--- config.mk ---
export PLATFORM = sky130hd
export DESIGN_NAME = pattern_align_flat
export DESIGN_NICKNAME = d
export VERILOG_FILES = /design/src/rtl/pattern_align_pkg.sv /design/src/rtl/pattern_align_if.sv /design/src/rtl/pattern_window_match.sv /design/src/rtl/pattern_align.sv /design/src/flat_wrapper.sv
export SDC_FILE = /design/constraint.sdc
export NUM_CORES = 1
export LEC_CHECK = 0
export CAP_MARGIN = 15
export CORE_ASPECT_RATIO = 0.9
export CORE_MARGIN = 1
export CORE_UTILIZATION = 58
export CTS_CLUSTER_DIAMETER = 40
export CTS_CLUSTER_SIZE = 24
export DETAILED_ROUTE_END_ITERATION = 10
export GPL_ROUTABILITY_DRIVEN = 0
export GPL_TIMING_DRIVEN = 0
export PLACE_DENSITY_LB_ADDON = 0.08
export SYNTH_ARGS = -nofsm -noshare
export SYNTH_HDL_FRONTEND = slang
export SYNTH_HIERARCHICAL = 1
export SYNTH_SLANG_ARGS = --single-unit
--- constraint.sdc ---
create_clock -name clk -period 4.2 [get_ports clk]
set_clock_uncertainty 0.1 [all_clocks]
set_input_delay 0.84 -clock clk [delete_from_list [all_inputs] [get_ports clk]]
set_output_delay 0.84 -clock clk [all_outputs]
set_load 0.02 [all_outputs]
--- src/rtl/pattern_align_pkg.sv ---
// Shared types and helpers for the pattern_align frame aligner.
package pattern_align_pkg;

    typedef enum logic [1:0] {SEARCH, VERIFY, LOCKED} state_t;

    // Widest word the masked compare helper accepts.
    localparam int unsigned MAXW = 64;

    function automatic int off_w(input int w);
        return (w > 1) ? $clog2(w) : 1;
    endfunction

    function automatic logic hit_vec(input logic [MAXW-1:0] cand,
                                     input logic [MAXW-1:0] pat,
                                     input logic [MAXW-1:0] mask);
        return ((cand ^ pat) & mask) == '0;
    endfunction

endpackage

--- src/rtl/pattern_align_if.sv ---
// Raw capture input and aligned frame output of pattern_align.
interface pattern_align_if import pattern_align_pkg::*; #(
    parameter int WIDTH = 16
) ();
    localparam int OW = off_w(WIDTH);

    logic             ena;
    logic [WIDTH-1:0] data;
    logic [WIDTH-1:0] out_data;
    logic             out_valid;
    logic             out_sof;
    logic             locked;
    logic [OW-1:0]    offset;
    logic             lock_lost;

    modport master (
        output ena, data,
        input  out_data, out_valid, out_sof, locked, offset, lock_lost
    );

    modport slave (
        input  ena, data,
        output out_data, out_valid, out_sof, locked, offset, lock_lost
    );
endinterface

--- src/rtl/pattern_window_match.sv ---
// Two-word sliding window with per-offset masked sync compare and aligned-word mux.
module pattern_window_match import pattern_align_pkg::*; #(
    parameter int               WIDTH    = 16,
    parameter logic [WIDTH-1:0] PAT      = 16'hA5C3,
    parameter logic [WIDTH-1:0] PAT_MASK = '1
) (
    input  logic                      clk,
    input  logic                      nrst,
    input  logic                      ena_i,
    input  logic [WIDTH-1:0]          data_i,
    input  logic [off_w(WIDTH)-1:0]   off_i,
    output logic [WIDTH-1:0]          hit_o,
    output logic [off_w(WIDTH)-1:0]   low_idx_o,
    output logic                      any_hit_o,
    output logic                      win_valid_o,
    output logic [WIDTH-1:0]          word_o
);
    localparam int OW = off_w(WIDTH);

    logic [WIDTH-1:0]   prev_q, cur_q;
    logic [1:0]         wcnt_q;
    logic [2*WIDTH-1:0] win;
    logic               found;

    always_ff @(posedge clk) begin
        if (!nrst) begin
            prev_q <= '0;
            cur_q  <= '0;
            wcnt_q <= '0;
        end else if (ena_i) begin
            prev_q <= cur_q;
            cur_q  <= data_i;
            if (!wcnt_q[1]) wcnt_q <= wcnt_q + 2'd1;
        end
    end

    assign win         = {prev_q, cur_q};
    assign win_valid_o = wcnt_q[1];
    assign word_o      = win[off_i +: WIDTH];

    always_comb begin
        hit_o     = '0;
        low_idx_o = '0;
        found     = 1'b0;
        for (int unsigned o = 0; o < WIDTH; o++) begin
            hit_o[o] = hit_vec(MAXW'(win[o +: WIDTH]), MAXW'(PAT), MAXW'(PAT_MASK));
            if (hit_o[o] && !found) begin
                low_idx_o = OW'(o);
                found     = 1'b1;
            end
        end
        any_hit_o = found;
    end

endmodule

--- src/rtl/pattern_align.sv ---
// Frame aligner: bit-offset sync search, lock confirmation at frame period,
// aligned output with start-of-frame marking and miss-hysteresis lock loss.
module pattern_align import pattern_align_pkg::*; #(
    parameter int               WIDTH     = 16,
    parameter logic [WIDTH-1:0] PAT       = 16'hA5C3,
    parameter logic [WIDTH-1:0] PAT_MASK  = '1,
    parameter int               FRAME_LEN = 8,
    parameter int               LOCK_CNT  = 3,
    parameter int               LOSS_CNT  = 2
) (
    input  logic          clk,
    input  logic          nrst,
    pattern_align_if.slave bus
);
    localparam int OW  = off_w(WIDTH);
    localparam int FCW = off_w(FRAME_LEN);
    localparam int HCW = off_w(LOCK_CNT + 1);
    localparam int MCW = off_w(LOSS_CNT + 1);

    state_t           state_q, state_d;
    logic             eval_q;
    logic [OW-1:0]    offset_q, offset_d;
    logic [FCW-1:0]   fcnt_q, fcnt_d, fcnt_nxt;
    logic [HCW-1:0]   hits_q, hits_d;
    logic [MCW-1:0]   misses_q, misses_d;
    logic [WIDTH-1:0] out_data_q, out_data_d;
    logic             out_valid_q, out_valid_d;
    logic             out_sof_q, out_sof_d;
    logic             lock_lost_q, lock_lost_d;

    logic [WIDTH-1:0] hit;
    logic [OW-1:0]    low_idx;
    logic             any_hit, win_valid;
    logic [WIDTH-1:0] aligned;
    logic             eval, sync_slot, sync_hit;

    pattern_window_match #(
        .WIDTH    (WIDTH),
        .PAT      (PAT),
        .PAT_MASK (PAT_MASK)
    ) u_win (
        .clk         (clk),
        .nrst        (nrst),
        .ena_i       (bus.ena),
        .data_i      (bus.data),
        .off_i       (offset_q),
        .hit_o       (hit),
        .low_idx_o   (low_idx),
        .any_hit_o   (any_hit),
        .win_valid_o (win_valid),
        .word_o      (aligned)
    );

    // A word accepted in one cycle is judged in the next, once the window holds two words.
    assign eval      = eval_q & win_valid;
    assign fcnt_nxt  = (fcnt_q == FCW'(FRAME_LEN - 1)) ? '0 : fcnt_q + FCW'(1);
    assign sync_slot = (fcnt_nxt == '0);
    assign sync_hit  = hit[offset_q];

    always_ff @(posedge clk) begin
        if (!nrst) begin
            state_q     <= SEARCH;
            eval_q      <= 1'b0;
            offset_q    <= '0;
            fcnt_q      <= '0;
            hits_q      <= '0;
            misses_q    <= '0;
            out_data_q  <= '0;
            out_valid_q <= 1'b0;
            out_sof_q   <= 1'b0;
            lock_lost_q <= 1'b0;
        end else begin
            state_q     <= state_d;
            eval_q      <= bus.ena;
            offset_q    <= offset_d;
            fcnt_q      <= fcnt_d;
            hits_q      <= hits_d;
            misses_q    <= misses_d;
            out_data_q  <= out_data_d;
            out_valid_q <= out_valid_d;
            out_sof_q   <= out_sof_d;
            lock_lost_q <= lock_lost_d;
        end
    end

    always_comb begin
        state_d  = state_q;
        offset_d = offset_q;
        fcnt_d   = fcnt_q;
        hits_d   = hits_q;
        misses_d = misses_q;
        if (eval) begin
            case (state_q)
                SEARCH: begin
                    if (any_hit) begin
                        offset_d = low_idx;
                        fcnt_d   = '0;
                        hits_d   = HCW'(1);
                        misses_d = '0;
                        state_d  = (LOCK_CNT == 1) ? LOCKED : VERIFY;
                    end
                end
                VERIFY: begin
                    fcnt_d = fcnt_nxt;
                    if (sync_slot) begin
                        if (sync_hit) begin
                            hits_d = hits_q + HCW'(1);
                            if (hits_d == HCW'(LOCK_CNT)) begin
                                misses_d = '0;
                                state_d  = LOCKED;
                            end
                        end else begin
                            state_d = SEARCH;
                        end
                    end
                end
                LOCKED: begin
                    fcnt_d = fcnt_nxt;
                    if (sync_slot) begin
                        if (sync_hit) begin
                            misses_d = '0;
                        end else begin
                            misses_d = misses_q + MCW'(1);
                            if (misses_d == MCW'(LOSS_CNT)) state_d = SEARCH;
                        end
                    end
                end
                default: state_d = SEARCH;
            endcase
        end
    end

    // The losing sync slot is still emitted; only lock_lost flags it.
    always_comb begin
        out_data_d  = out_data_q;
        out_valid_d = 1'b0;
        out_sof_d   = 1'b0;
        lock_lost_d = 1'b0;
        if (eval && state_q == LOCKED) begin
            out_data_d  = aligned;
            out_valid_d = 1'b1;
            out_sof_d   = sync_slot;
            lock_lost_d = (state_d == SEARCH);
        end
    end

    assign bus.out_data  = out_data_q;
    assign bus.out_valid = out_valid_q;
    assign bus.out_sof   = out_sof_q;
    assign bus.locked    = (state_q == LOCKED);
    assign bus.offset    = offset_q;
    assign bus.lock_lost = lock_lost_q;

endmodule
--- src/flat_wrapper.sv ---
// flat-port wrapper written by rule: the top's interface ports become plain ports
module pattern_align_flat import pattern_align_pkg::*;
#(
    parameter int               WIDTH     = 16,
    parameter logic [WIDTH-1:0] PAT       = 16'hA5C3,
    parameter logic [WIDTH-1:0] PAT_MASK  = '1,
    parameter int               FRAME_LEN = 8,
    parameter int               LOCK_CNT  = 3,
    parameter int               LOSS_CNT  = 2
)
  (clk, nrst, bus_ena, bus_data, bus_out_data, bus_out_valid, bus_out_sof, bus_locked, bus_offset, bus_lock_lost);
  pattern_align_if #(.WIDTH(WIDTH)) bus_i ();
  input  logic clk;
  input  logic nrst;
  input wire logic [$bits(bus_i.ena)-1:0] bus_ena;
  input wire logic [$bits(bus_i.data)-1:0] bus_data;
  output wire logic [$bits(bus_i.out_data)-1:0] bus_out_data;
  output wire logic [$bits(bus_i.out_valid)-1:0] bus_out_valid;
  output wire logic [$bits(bus_i.out_sof)-1:0] bus_out_sof;
  output wire logic [$bits(bus_i.locked)-1:0] bus_locked;
  output wire logic [$bits(bus_i.offset)-1:0] bus_offset;
  output wire logic [$bits(bus_i.lock_lost)-1:0] bus_lock_lost;
  assign bus_i.ena = bus_ena;
  assign bus_i.data = bus_data;
  assign bus_out_data = bus_i.out_data;
  assign bus_out_valid = bus_i.out_valid;
  assign bus_out_sof = bus_i.out_sof;
  assign bus_locked = bus_i.locked;
  assign bus_offset = bus_i.offset;
  assign bus_lock_lost = bus_i.lock_lost;
  pattern_align #(.WIDTH(WIDTH), .PAT(PAT), .PAT_MASK(PAT_MASK), .FRAME_LEN(FRAME_LEN), .LOCK_CNT(LOCK_CNT), .LOSS_CNT(LOSS_CNT)) u_core (.clk(clk), .nrst(nrst), .bus(bus_i));
endmodule
==> results_dict.tcl, run 1 <==
set metrics [dict create \
    max_freq_mhz 289 \
    gr-total-overflow 0 \
    via_per_inst 6.50 \
    hp-class "flip-flop to flip-flop" \
    relSlewSlack_pct 46.2 \
    pin_count 43 \
    layout-drive-gt1-share_pct 10.1 \
    synth_area_leader_cell "dfxtp_1" \
    die_height_um 87.1 \
    fin_crit_sh_pct 82.5 \
    drtIter0Drc 515 \
    drc 0 \
    setup_viol 0 \
    postSynthNetCount 572 \
    synthesis.area_um2 4670 \
    placed_area_um2 5210 \
    start_util_pct 61.0 \
    drt-wirelength-per-cell_um 18.5 \
    track_usage_pct 33.0 \
    critPathTopFamily "simple AND/OR/NAND/NOR gates" \
    slew_viol_final 0 \
    cts_max_level 3 \
    post_cts_buffers 0 \
    cp-start-kind "flip-flop" \
    grt_pass1_wl_um 21000 \
    cpMaxStageDelayCell "clkbuf_1" \
    maxCapViolCount 0 \
    dp_slack_ns 0.870 \
    areaGrowthSynthToFinish_pct 15.9 \
    grt_max_degree 13 \
    rsz0062_at_grt "false" \
    ff_latch_area_um2 1320 \
    nNetsFinal 625 \
    required_ns 4.37 \
    ys_seq_area_share_pct 28.3 \
    dp_cells 682 \
    first_pass_iters 5 \
    rows 30 \
    numCtsBuffers 9 \
    clock_path_buffers 2 \
    hpwlAfterDp_um 9450 \
    tightest_slew_ns 0.799 \
    grt_pass1_vias 4195 \
    io_buffer_count 42 \
    crit_chain "clkbuf_1, and4bb_2, nand2_1, nor4_1, nor4_1, nand4b_1, nand2b_1, nand2_1, or4_1, or4_1, o31ai_1" \
    report.power.total_w 0.00139 \
    crit_arrival_ns 3.64 \
    synth_edf_count 0 \
    final_area_um2 5410 \
    n_antenna_cell 0 \
    dieArea_um2 8410 \
    fin_cells 698 \
    ys_seq_elements 66 \
    status "finished clean" \
    clk_pin_slew_worst_paths_ns 0.08 \
    yosys.area.top_type_share_pct 28.3 \
    insertion_delay_ns 0.36 \
    synth_area_leaders "dfxtp_1 28%, mux2i_1 11%, mux4_2 10%" \
    multi_input_area_um2 3120 \
    end_kind "flip-flop" \
    tns_ns 0 \
    placeableCoreArea_um2 7660 \
    leakagePower_nw 1.89 \
    holdBufCountCts 0 \
    synth_warnings 6 \
    antenna_found_initial 0 \
    worst-path-max-fanout 10 \
    cts.sink_count 66 \
    yosysMostFrequentCell "nand2_1" \
    post-route-min-period_ns 3.47 \
    synthTopCellsByCount "77 x nand2_1, 66 x dfxtp_1, 53 x mux2i_1" \
    hold_viol_final 0 \
    num_vias 4535 \
    synthFlopType "dfxtp_1" \
    postRouteAntennaNets 0 \
    ir_drop_mv 0.232 \
    fillers 622 \
    cp.buffers_inverters 1 \
    cpPeakStageDelay_ns 0.48 \
    synthCells 544 \
    synthArstFlopShare_pct 0 \
    synth.avg_cell_area_um2 8.58 \
    worstSetupPathType "flip-flop to flip-flop" \
    cts_tree "done" \
    timing.final.ws_setup_ns 0.735 \
    drt-total-wl_um 12900 \
    synth_cell_types 57 \
    cts_root_buffer "clkbuf_8" \
    ctsResizeCount 0 \
    die_w_um 96.6 \
    p_per_area_nw_per_um2 257 \
]
-- kinds of logic after synthesis --
family / Yosys count / share of synthesized area (%)
AND/OR/NAND/NOR: 244 / 28.6
multiplexers: 84 / 25.0
AO/OA/AOI/OAI: 83 / 10.6
flip-flops: 66 / 28.3
buffers and inverters: 57 / 4.93
adder cells (fa/ha/maj): 9 / 2.41
XOR/XNOR: 1 / 0.188
-- stage by stage --
stage	util, %	hold WS [ns]
3_3_place_gp	68.0	0.343
3_5_place_dp	68.0	0.352
5_1_grt	70.7	0.380
2_1_floorplan	-	0.328
4_1_cts	70.7	0.360
6_report	70.7	0.358
-- routing by layer --
| metal | part of all wire, % | wire length (µm) | GRT usage [%] | vias to the layer above |
|---|---|---|---|---|
| met5 | 0 | 0 | 0 | - |
| met4 | 3.5 | 453 | 11.9 | 0 |
| met3 | 9.8 | 1270 | 6.81 | 64 |
| met2 | 45 | 5780 | 49.8 | 283 |
| met1 | 42 | 5440 | 46.6 | 2111 |
| li1 | - | - | - | 2077 |
-- final cells by class --
type                    instances  share of cell area, %
plain buffers                  45                   3.42
clock buffers                  10                   2.54
flip-flops and latches         66                   24.4
repair buffers                 42                   7.77
inverters                      12                  0.832
clock inverters                 6                   1.23
multi-input cells             421                   57.6
well taps                      96                   2.22
-- where the power goes --
group / switching (W) / internal, W / total (W)
clock: 0.000275 / 0.000290 / 0.000565
combinational: 0.0000854 / 0.0000748 / 0.000160
sequential: 0.0000240 / 0.000642 / 0.000666
total: 0.000384 / 0.00101 / 0.00139
-- sequential cells by signal, indices dropped and copies added (netlist names) --
name                  cells
u_core/eval_q             1
u_core/state_q            2
u_core/u_win/cur_q       16
u_core/misses_q           2
u_core/fcnt_q             3
u_core/u_win/prev_q      15
u_core/hits_q             2
u_core/bus.out_data      16
u_core/bus.offset         4
u_core/bus.lock_lost      1
u_core/u_win/wcnt_q       2
u_core/bus.out_sof        1
u_core/bus.out_valid      1
-- layout by cell type (no fill, tap or decap), types with 3 or more instances in the layout --
master            n
a211oi_1         10
a21oi_1          41
a31oi_1           4
and2_1            8
and3_1            3
and3b_1           3
and4_1            3
and4b_1           3
buf_1             6
buf_2             5
clkbuf_1         31
clkbuf_8         10
clkdlybuf4s50_1  42
clkinvlp_4        3
dfxtp_1          66
ha_1              9
inv_1            10
mux2_2            6
mux2i_1          53
mux2i_4           3
mux4_2           21
nand2_1          77
nand2b_1          4
nand3_1           8
nand3b_1          5
nand4_1           6
nand4b_1          5
nor2_1           38
nor2b_1          44
nor3_1            5
nor4_1            8
nor4b_1           5
nor4bb_1          6
o211ai_1          3
o21ai_0          11
or4_1             3
-- worst reg2reg max path, stage by stage, from the launching register on --
cell,delay (ns)
dfxtp_1,0.46
clkbuf_1,0.48
and4bb_2,0.33
nand2_1,0.06
nor4_1,0.44
nor4_1,0.15
nand4b_1,0.16
nand2b_1,0.13
nand2_1,0.13
or4_1,0.46
or4_1,0.41
o31ai_1,0.08
-- final timing paths --
| check | start | end | slack [ns] | depth (start not counted) |
|---|---|---|---|---|
| worst min-delay path | u_core/bus.out_data[6] | u_core/bus.out_data[6] | 0.36 | 2 |
| worst max-delay path | u_core/u_win/cur_q[13] | u_core/misses_q[1] | 0.73 | 11 |
| worst max register to register | u_core/u_win/cur_q[13] | u_core/misses_q[1] | 0.73 | 11 |
| worst min register to register | u_core/bus.out_data[6] | u_core/bus.out_data[6] | 0.36 | 2 |
No activity file was read; power rests on OpenSTA's default activity.
==> run 2, diff against run 1 <==
==> constraint.sdc (replaced) <==
create_clock -name clk -period 3.3 [get_ports clk]
set_clock_uncertainty 0.1 [all_clocks]
set_input_delay 0.66 -clock clk [delete_from_list [all_inputs] [get_ports clk]]
set_output_delay 0.66 -clock clk [all_outputs]
set_load 0.02 [all_outputs]
==> run 2 against run 1 <==
Compared with the run above: core utilization grew 0.57 points; cell count shrank 0.14%; non-clock buffer count shrank 1; sequential share of layout area shrank 0.10 points; critical path depth is the same; die area is the same; sequential cell count is the same; first-iteration DRC count grew 7.0%; setup slack lost 0.73 ns.
==> results_dict.tcl, run 2 (synthesis results as in run 1) <==
set metrics [dict create \
    worst-path-max-fanout 10 \
    clock_path_buffers 2 \
    cpPeakStageDelay_ns 0.46 \
    rows 30 \
    cts_max_level 3 \
    required_ns 3.47 \
    drt-wirelength-per-cell_um 18.7 \
    first_pass_iters 7 \
    rsz0062_at_grt "true" \
    via_per_inst 6.54 \
    cpMaxStageDelayCell "dfxtp_1" \
    gr-total-overflow 0 \
    hpwlAfterDp_um 9450 \
    hold_viol_final 0 \
    areaGrowthSynthToFinish_pct 16.9 \
    nNetsFinal 624 \
    max_freq_mhz 304 \
    wl_met2_um 5980 \
    dp_cells 682 \
    n_antenna_cell 0 \
    end_kind "flip-flop" \
    insertion_delay_ns 0.35 \
    status "finished clean" \
    drc 0 \
    layout.cells.most_common "nand2_1" \
    placeableCoreArea_um2 7660 \
    cp.buffers_inverters 1 \
    setup_viol 0 \
    num_vias 4560 \
    placed_area_um2 5210 \
    post-route-min-period_ns 3.29 \
    antenna_found_initial 0 \
    fin_cells 697 \
    drtIter0Drc 551 \
    crit_arrival_ns 3.46 \
    dieArea_um2 8410 \
    dr_wl_met3_um 1240 \
    top_layer_used "met4" \
    fillers 607 \
    start_util_pct 61.0 \
    clk_pin_slew_worst_paths_ns 0.08 \
    postRouteAntennaNets 0 \
    cts_root_buffer "clkbuf_8" \
    track_usage_pct 33.0 \
    layout_common_cells "76 x nand2_1, 64 x dfxtp_1, 53 x mux2i_1" \
    drt-total-wl_um 13000 \
    grt_pass1_wl_um 21000 \
    io_buffer_count 42 \
    critPathTopFamily "simple AND/OR/NAND/NOR gates" \
    die_w_um 96.6 \
    post_cts_buffers 0 \
    slew_viol_final 0 \
    leakagePower_nw 1.92 \
    grt_max_degree 13 \
    p_per_area_nw_per_um2 323 \
    maxCapViolCount 0 \
    cp-start-kind "flip-flop" \
    ir_drop_mv 0.294 \
    worstSetupPathType "flip-flop to flip-flop" \
    numCtsBuffers 9 \
    cts.sink_count 66 \
    layout-drive-gt1-share_pct 12.3 \
    pin_count 43 \
    drt-met1-wl_um 5460 \
    cts_tree "done" \
    holdBufCountCts 0 \
    relSlewSlack_pct 53.3 \
    fin_crit_sh_pct 99.8 \
    hp-class "flip-flop to flip-flop" \
    die_height_um 87.1 \
    tightest_slew_ns 0.701 \
    final_area_um2 5460 \
    crit_chain "clkbuf_1, nand4b_1, nor4_1, o21a_1, or4_4, nand4b_1, nand2b_4, nand2_2, or4_4, or4_1, o31ai_1" \
    grt_pass1_vias 4225 \
]
-- run 2: per-layer routing --
layer / vias up / GRT usage, %
met5: - / 0
li1: 2067 / -
met3: 64 / 6.54
met2: 294 / 50.0
met1: 2135 / 46.2
met4: 0 / 12.8
-- run 2: worst reg2reg max path: stages, from the launching register on --
cell	delay, ns
dfxtp_1	0.46
clkbuf_1	0.42
nand4b_1	0.16
nor4_1	0.45
o21a_1	0.20
or4_4	0.15
nand4b_1	0.13
nand2b_4	0.14
nand2_2	0.08
or4_4	0.43
or4_1	0.40
o31ai_1	0.08
-- run 2: final cells by class --
type	instances	area, µm²	area share [%]
multi-input combinational	421	3150	57.8
sequential	66	1330	24.3
timing repair buffer	42	420	7.70
buffer	44	186	3.42
clock buffer	10	138	2.52
tap	96	120	2.20
clock inverter	6	66.3	1.22
inverter	12	45.0	0.825
-- run 2: path summary, 6_finish.rpt --
kind | cells past startpoint | end | slack (ns) | start
worst max-delay path | 11 | u_core/misses_q[1] | 0.007 | u_core/u_win/prev_q[1]
worst min-delay path | 2 | u_core/bus.out_data[6] | 0.36 | u_core/bus.out_data[6]
worst max register to register | 11 | u_core/misses_q[1] | 0.007 | u_core/u_win/prev_q[1]
worst min register to register | 2 | u_core/bus.out_data[6] | 0.36 | u_core/bus.out_data[6]
-- run 2: power breakdown --
| part | switching, W | internal [W] | total [W] |
|---|---|---|---|
| clock network | 0.000341 | 0.000369 | 0.000710 |
| logic | 0.000107 | 0.0000965 | 0.000203 |
| registers | 0.0000340 | 0.000817 | 0.000851 |
| total | 0.000481 | 0.00128 | 0.00176 |
-- run 2: repair_timing --
| item | CTS | global route |
|---|---|---|
| hold endpoints to repair | 0 | 0 |
| gates resized for setup | 6 | 12 |
| setup endpoints to repair | 3 | 6 |
-- run 2: per-stage QoR --
| step | setup slack (ns) | hold slack, ns | util, % | total power, W | setup TNS [ns] |
|---|---|---|---|---|---|
| 4_1_cts | 0.0119 | 0.360 | 70.9 | 0.00177 | 0 |
| 3_5_place_dp | -0.0301 | 0.352 | 68.0 | 0.00106 | -0.0521 |
| 5_1_grt | -0.0689 | 0.380 | 71.3 | 0.00182 | -0.0802 |
| 2_1_floorplan | 0.241 | 0.328 | - | 0.000987 | 0 |
| 3_3_place_gp | -0.0885 | 0.343 | 68.0 | 0.00106 | -0.0885 |
| 6_report | 0.00716 | 0.358 | 71.3 | 0.00176 | 0 |
